--- src/rtl/id_operand_ctrl_if.sv ---
// Decoder / regfile / forwarding bundle seen by the ID-stage operand controller.
// The master side drives the decoded instruction; the slave side returns operands and stall status.
interface id_operand_ctrl_if #(
    parameter int XLEN    = 32,
    parameter int RADDR_W = 5,
    parameter int NUM_FWD = 2,
    parameter int CNT_W   = 16
);
    logic                       dec_valid_i;
    logic [RADDR_W-1:0]         rs1_i;
    logic [RADDR_W-1:0]         rs2_i;
    logic                       rs1_re_i;
    logic                       rs2_re_i;
    logic [RADDR_W-1:0]         rd_i;
    logic                       rd_we_i;
    logic                       is_load_i;
    logic [XLEN-1:0]            rf_rdata1_i;
    logic [XLEN-1:0]            rf_rdata2_i;
    logic [NUM_FWD-1:0]         fwd_we_i;
    logic [NUM_FWD*RADDR_W-1:0] fwd_waddr_i;
    logic [NUM_FWD*XLEN-1:0]    fwd_wdata_i;
    logic                       ext_stall_i;
    logic                       flush_i;
    logic [XLEN-1:0]            op1_o;
    logic [XLEN-1:0]            op2_o;
    logic                       stallreq_o;
    logic                       issue_o;
    logic [CNT_W-1:0]           stall_cnt_o;

    modport master (
        output dec_valid_i, rs1_i, rs2_i, rs1_re_i, rs2_re_i, rd_i, rd_we_i, is_load_i,
               rf_rdata1_i, rf_rdata2_i, fwd_we_i, fwd_waddr_i, fwd_wdata_i,
               ext_stall_i, flush_i,
        input  op1_o, op2_o, stallreq_o, issue_o, stall_cnt_o
    );

    modport slave (
        input  dec_valid_i, rs1_i, rs2_i, rs1_re_i, rs2_re_i, rd_i, rd_we_i, is_load_i,
               rf_rdata1_i, rf_rdata2_i, fwd_we_i, fwd_waddr_i, fwd_wdata_i,
               ext_stall_i, flush_i,
        output op1_o, op2_o, stallreq_o, issue_o, stall_cnt_o
    );
endinterface

--- src/rtl/id_operand_ctrl.sv ---
// ID-stage operand resolution with a per-register pending-load scoreboard
// and a saturating stall-cycle counter for performance monitoring.
module id_operand_ctrl #(
    parameter int XLEN     = 32,
    parameter int RADDR_W  = 5,
    parameter int NUM_FWD  = 2,
    parameter int LOAD_LAT = 1,
    parameter int CNT_W    = 16
) (
    input logic               clk_i,
    input logic               rst_n_i,
    id_operand_ctrl_if.slave  bus
);
    localparam int NREG = 1 << RADDR_W;
    localparam int PW   = (LOAD_LAT < 1) ? 1 : $clog2(LOAD_LAT + 1);
    localparam logic [PW-1:0] LAT_V = PW'(LOAD_LAT);

    logic [PW-1:0]    pend [NREG];
    logic [CNT_W-1:0] stall_cnt;
    logic             hazard;
    logic             stallreq;
    logic             issue;

    // Lowest-index (youngest) forwarding hit wins; x0 and disabled reads always give zero.
    function automatic logic [XLEN-1:0] resolve(
        input logic                       en,
        input logic [RADDR_W-1:0]         rs,
        input logic [XLEN-1:0]            rf,
        input logic [NUM_FWD-1:0]         we,
        input logic [NUM_FWD*RADDR_W-1:0] wa,
        input logic [NUM_FWD*XLEN-1:0]    wd
    );
        logic [XLEN-1:0] v;
        v = rf;
        for (int k = NUM_FWD - 1; k >= 0; k--) begin
            if (we[k] && (wa[k*RADDR_W +: RADDR_W] == rs)) v = wd[k*XLEN +: XLEN];
        end
        if (!en || (rs == '0)) v = '0;
        return v;
    endfunction

    always_comb begin
        hazard   = bus.dec_valid_i &&
                   ((bus.rs1_re_i && (bus.rs1_i != '0) && (pend[bus.rs1_i] != '0)) ||
                    (bus.rs2_re_i && (bus.rs2_i != '0) && (pend[bus.rs2_i] != '0)));
        stallreq = hazard && !bus.flush_i;
        issue    = bus.dec_valid_i && !stallreq && !bus.ext_stall_i && !bus.flush_i;
    end

    assign bus.op1_o       = resolve(bus.dec_valid_i && bus.rs1_re_i, bus.rs1_i, bus.rf_rdata1_i,
                                     bus.fwd_we_i, bus.fwd_waddr_i, bus.fwd_wdata_i);
    assign bus.op2_o       = resolve(bus.dec_valid_i && bus.rs2_re_i, bus.rs2_i, bus.rf_rdata2_i,
                                     bus.fwd_we_i, bus.fwd_waddr_i, bus.fwd_wdata_i);
    assign bus.stallreq_o  = stallreq;
    assign bus.issue_o     = issue;
    assign bus.stall_cnt_o = stall_cnt;

    // A newly issued writer overrides any in-flight countdown on its destination.
    always_ff @(posedge clk_i or negedge rst_n_i) begin
        if (!rst_n_i) begin
            for (int r = 0; r < NREG; r++) pend[r] <= '0;
        end else if (bus.flush_i) begin
            for (int r = 0; r < NREG; r++) pend[r] <= '0;
        end else begin
            for (int r = 1; r < NREG; r++) begin
                if (issue && bus.rd_we_i && (bus.rd_i == RADDR_W'(r))) begin
                    pend[r] <= bus.is_load_i ? LAT_V : '0;
                end else if ((pend[r] != '0) && !bus.ext_stall_i) begin
                    pend[r] <= pend[r] - PW'(1);
                end
            end
        end
    end

    always_ff @(posedge clk_i or negedge rst_n_i) begin
        if (!rst_n_i) begin
            stall_cnt <= '0;
        end else if (stallreq && (stall_cnt != '1)) begin
            stall_cnt <= stall_cnt + CNT_W'(1);
        end
    end
endmodule
--- src/flat_wrapper.sv ---
// flat-port wrapper written by rule: the top's interface ports become plain ports
module id_operand_ctrl_flat 
#(
    parameter int XLEN     = 32,
    parameter int RADDR_W  = 5,
    parameter int NUM_FWD  = 2,
    parameter int LOAD_LAT = 1,
    parameter int CNT_W    = 16
)
  (clk_i, rst_n_i, bus_dec_valid_i, bus_rs1_i, bus_rs2_i, bus_rs1_re_i, bus_rs2_re_i, bus_rd_i, bus_rd_we_i, bus_is_load_i, bus_rf_rdata1_i, bus_rf_rdata2_i, bus_fwd_we_i, bus_fwd_waddr_i, bus_fwd_wdata_i, bus_ext_stall_i, bus_flush_i, bus_op1_o, bus_op2_o, bus_stallreq_o, bus_issue_o, bus_stall_cnt_o);
  id_operand_ctrl_if #(.XLEN(XLEN), .RADDR_W(RADDR_W), .NUM_FWD(NUM_FWD), .CNT_W(CNT_W)) bus_i ();
  input logic clk_i;
  input logic rst_n_i;
  input wire logic [$bits(bus_i.dec_valid_i)-1:0] bus_dec_valid_i;
  input wire logic [$bits(bus_i.rs1_i)-1:0] bus_rs1_i;
  input wire logic [$bits(bus_i.rs2_i)-1:0] bus_rs2_i;
  input wire logic [$bits(bus_i.rs1_re_i)-1:0] bus_rs1_re_i;
  input wire logic [$bits(bus_i.rs2_re_i)-1:0] bus_rs2_re_i;
  input wire logic [$bits(bus_i.rd_i)-1:0] bus_rd_i;
  input wire logic [$bits(bus_i.rd_we_i)-1:0] bus_rd_we_i;
  input wire logic [$bits(bus_i.is_load_i)-1:0] bus_is_load_i;
  input wire logic [$bits(bus_i.rf_rdata1_i)-1:0] bus_rf_rdata1_i;
  input wire logic [$bits(bus_i.rf_rdata2_i)-1:0] bus_rf_rdata2_i;
  input wire logic [$bits(bus_i.fwd_we_i)-1:0] bus_fwd_we_i;
  input wire logic [$bits(bus_i.fwd_waddr_i)-1:0] bus_fwd_waddr_i;
  input wire logic [$bits(bus_i.fwd_wdata_i)-1:0] bus_fwd_wdata_i;
  input wire logic [$bits(bus_i.ext_stall_i)-1:0] bus_ext_stall_i;
  input wire logic [$bits(bus_i.flush_i)-1:0] bus_flush_i;
  output wire logic [$bits(bus_i.op1_o)-1:0] bus_op1_o;
  output wire logic [$bits(bus_i.op2_o)-1:0] bus_op2_o;
  output wire logic [$bits(bus_i.stallreq_o)-1:0] bus_stallreq_o;
  output wire logic [$bits(bus_i.issue_o)-1:0] bus_issue_o;
  output wire logic [$bits(bus_i.stall_cnt_o)-1:0] bus_stall_cnt_o;
  assign bus_i.dec_valid_i = bus_dec_valid_i;
  assign bus_i.rs1_i = bus_rs1_i;
  assign bus_i.rs2_i = bus_rs2_i;
  assign bus_i.rs1_re_i = bus_rs1_re_i;
  assign bus_i.rs2_re_i = bus_rs2_re_i;
  assign bus_i.rd_i = bus_rd_i;
  assign bus_i.rd_we_i = bus_rd_we_i;
  assign bus_i.is_load_i = bus_is_load_i;
  assign bus_i.rf_rdata1_i = bus_rf_rdata1_i;
  assign bus_i.rf_rdata2_i = bus_rf_rdata2_i;
  assign bus_i.fwd_we_i = bus_fwd_we_i;
  assign bus_i.fwd_waddr_i = bus_fwd_waddr_i;
  assign bus_i.fwd_wdata_i = bus_fwd_wdata_i;
  assign bus_i.ext_stall_i = bus_ext_stall_i;
  assign bus_i.flush_i = bus_flush_i;
  assign bus_op1_o = bus_i.op1_o;
  assign bus_op2_o = bus_i.op2_o;
  assign bus_stallreq_o = bus_i.stallreq_o;
  assign bus_issue_o = bus_i.issue_o;
  assign bus_stall_cnt_o = bus_i.stall_cnt_o;
  id_operand_ctrl #(.XLEN(XLEN), .RADDR_W(RADDR_W), .NUM_FWD(NUM_FWD), .LOAD_LAT(LOAD_LAT), .CNT_W(CNT_W)) u_core (.clk_i(clk_i), .rst_n_i(rst_n_i), .bus(bus_i));
endmodule
--- config.mk ---
export PLATFORM = sky130hd
export DESIGN_NAME = id_operand_ctrl_flat
export DESIGN_NICKNAME = d
export VERILOG_FILES = /design/src/rtl/id_operand_ctrl_if.sv /design/src/rtl/id_operand_ctrl.sv /design/src/flat_wrapper.sv
export SDC_FILE = /design/constraint.sdc
export NUM_CORES = 1
export LEC_CHECK = 0
export BUFFER_PORTS_ARGS = -buffer_cell sky130_fd_sc_hd__buf_2
export CORE_ASPECT_RATIO = 1.25
export CORE_UTILIZATION = 31
export DETAILED_ROUTE_END_ITERATION = 8
export GPL_TIMING_DRIVEN = 1
export SYNTH_ARGS = -nofsm -noshare
export SYNTH_HDL_FRONTEND = slang
export SYNTH_SLANG_ARGS = --single-unit
--- constraint.sdc ---
create_clock -name clk_i -period 7.16 [get_ports clk_i]
set_input_delay 1.432 -clock clk_i [delete_from_list [all_inputs] [get_ports clk_i]]
set_output_delay 1.432 -clock clk_i [all_outputs]
set_load 0.05 [all_outputs]
==> reports/results.ini <==
[outcome]
status=finished clean

[floorplanning]
io_pins=246
core-area_sq_um=13810
rows=48
die-area_sq_um=14650
die_w_um=108.4
die_h_um=135.1
initial_core_util_pct=31.78

[critical_path]
cp-end-kind=output pin
reg2reg_to=u_core.pend[16]$_DFFE_PN0P_
ff2ff_path_depth=6
crit_fanout=62
critPathLaunchType=input pin
worstReg2RegStart=u_core.pend[19]$_DFFE_PN0P_
rrSetupSlack_ns=4.68
crit_required_ns=5.73
crit_type=input pin to output pin
cp.arrival_ns=4.13

[clock_tree]
cts_hold_buffers=0
cts.sinks=47
worstSkewPairLatency_ns=0.29
numCtsBuffers=5
cts_resized=0
clk_pin_slew_worst_paths_ns=0.06
cts_setup_buffers=0
clock_path_buffers=2
cts_tree=done
cts-root-buf=clkbuf_16
htreeDepth=2

[finish]
final_cells=899
syn2layout_area_growth_pct=33.71
nets=886
fillers=1402
final_area_sq_um=5871
drive_gt1_share_pct=39.20

[synth]
ys_seq_area_share_pct=26.79
synth.top_cells.by_area=dfrtp_1, mux2i_1, a211oi_1
netlist_area_sq_um=4390
synthFlopType=dfrtp_1
synth_top_area_share_pct=26.79
synth_edf_count=0
synth_seq_cells=47
syn_inst=506
synth_top_area_cell=dfrtp_1
ys_types=47
synth_fp_nets=671
syn_avg_cell_area_sq_um=8.677
async_flop_share_pct=100.0
synth_most_common_cell=nor2_1
ys_top_cells_by_count=nor2_1, mux2i_1, a211oi_1
synth_warnings=0

[power]
p_leak_uw=0.002800
powerDensity_nw_per_um2=147.1
vdd_drop_max_mv=0.1382

[timing]
finClkSkew_ns=0.008901
hold_violations=0
fin_crit_ns=5.559
worst_pin_slew_ns=1.184
setup_ws_ns=1.601
finalSetupViolations=0
period_share_pct=77.64
slew_headroom_pct=21.08
rsz0062_at_grt=false
fmax_ghz=0.1799
finalMaxSlewViolations=0
finalSetupTns_ns=0
hold-worst-slack_ns=0.4795

[hold_path]
worstHoldEndpoint=u_core.bus.stall_cnt_o[7]$_DFFE_PN0P_
hold_depth=1
hold_path_startpoint=u_core.bus.stall_cnt_o[7]$_DFFE_PN0P_
hold_path.class=register to register

[placement]
dp_slack_ns=1.615
dpl.cell_count=889
gp_congestion=0.8376
placed_cell_area_sq_um=5692
dp_hpwl_mm=13.40
io_buffer_count=245

[route]
first_iter_violations=468
wirelength_mm=16.70
firstDrtPassIters=5
ant_nets=0
routed-via-count=4953
avgRoutedWirePerCell_um=18.58
viasPerCell=5.509
drc=0

[global_route]
grt_pass1_vias=4628
track_usage_pct=21.58
grt_pass1_wl_mm=24.54
overflow=0
grt_max_degree=63
antenna_found_initial=2

[flow_run]
drv_cap=0

## metrics by stage
stage	power, uW	util, %
global route	898.3	42.48
detailed placement	594.0	41.20
floorplan	481.5	-
CTS	865.1	42.46
global placement	590.5	41.20
finish	863.4	42.50
## worst max path at each step
stage | start | end | slack, ns
4_1_cts | bus_rs1_i[1] | bus_op1_o[12] | 1.62
3_5_place_dp | bus_rs1_i[1] | bus_op1_o[12] | 1.61
3_3_place_gp | bus_rs1_i[1] | bus_op1_o[12] | 1.60
2_1_floorplan | bus_rs1_i[2] | bus_op1_o[0] | 1.77
6_report | bus_rs1_i[1] | bus_op1_o[12] | 1.60
5_1_grt | bus_rs1_i[1] | bus_op1_o[3] | 1.37
## metal layers
layer	vias to the layer above	track usage (%)	part of all wire, %
li1	2311	-	-
met1	2353	28.96	43
met2	266	36.25	47
met3	23	2.896	8.1
met4	0	5.556	1.9
met5	-	0	0
## registers in the layout (all words and copies together), names as in the netlist
signal / count
u_core.pend: 31
u_core.bus.stall_cnt_o: 16
## cells by family after synthesis
family | share of synthesized area [%]
AOI/OAI and AO/OA | 17.01
xor gates and xnor gates | 6.982
adders and majority gates | 0.2849
buffers and inverters | 4.845
DFF | 26.79
muxes | 24.14
and+or+nand+nor | 19.95
## worst max-delay path, stage by stage
cell and delay, ns:
buf_2 0.18, xor2_1 0.18, nor4_1 0.34, nand3_2 0.94, a211oi_1 0.67, buf_2 0.35
## cells in the final DEF, fill, tap and decap left out, drive strengths merged, types with 4 or more instances in the layout
cell type / netlist / layout
nand3: 15 / 15
nor2b: 4 / 4
xnor2: 5 / 5
o21ai: 29 / 29
and3: 7 / 7
nor2: 74 / 74
nand2: 41 / 41
xor2: 30 / 30
nor4: 6 / 6
dfrtp: 47 / 47
mux2i: 68 / 68
a211oi: 65 / 65
nor3: 12 / 12
clkbuf: 25 / 6
mux4: 13 / 13
inv: 5 / 5
buf: 17 / 250
nand4: 9 / 9
mux2: 6 / 6
## report_power, final
part | total (uW) | leakage (uW) | switching (uW) | internal [uW]
logic | 299 | 0.00207 | 206 | 93.0
clock network | 272 | 0.0000869 | 98.5 | 174
registers | 292 | 0.000646 | 15.4 | 277
## area by class of cell
type	instances	area, sq um	share of cell area, %
Sequential cell	47	1176	20.03
Clock inverter	2	35.03	0.5968
Timing Repair Buffer	250	1264	21.53
Inverter	5	18.77	0.3197
Antenna cell	2	5.005	0.08525
Tap cell	175	219.0	3.730
Clock buffer	6	138.9	2.366
Multi-Input combinational cell	412	3014	51.34
Note: power is estimated with default switching activity, not from simulation.
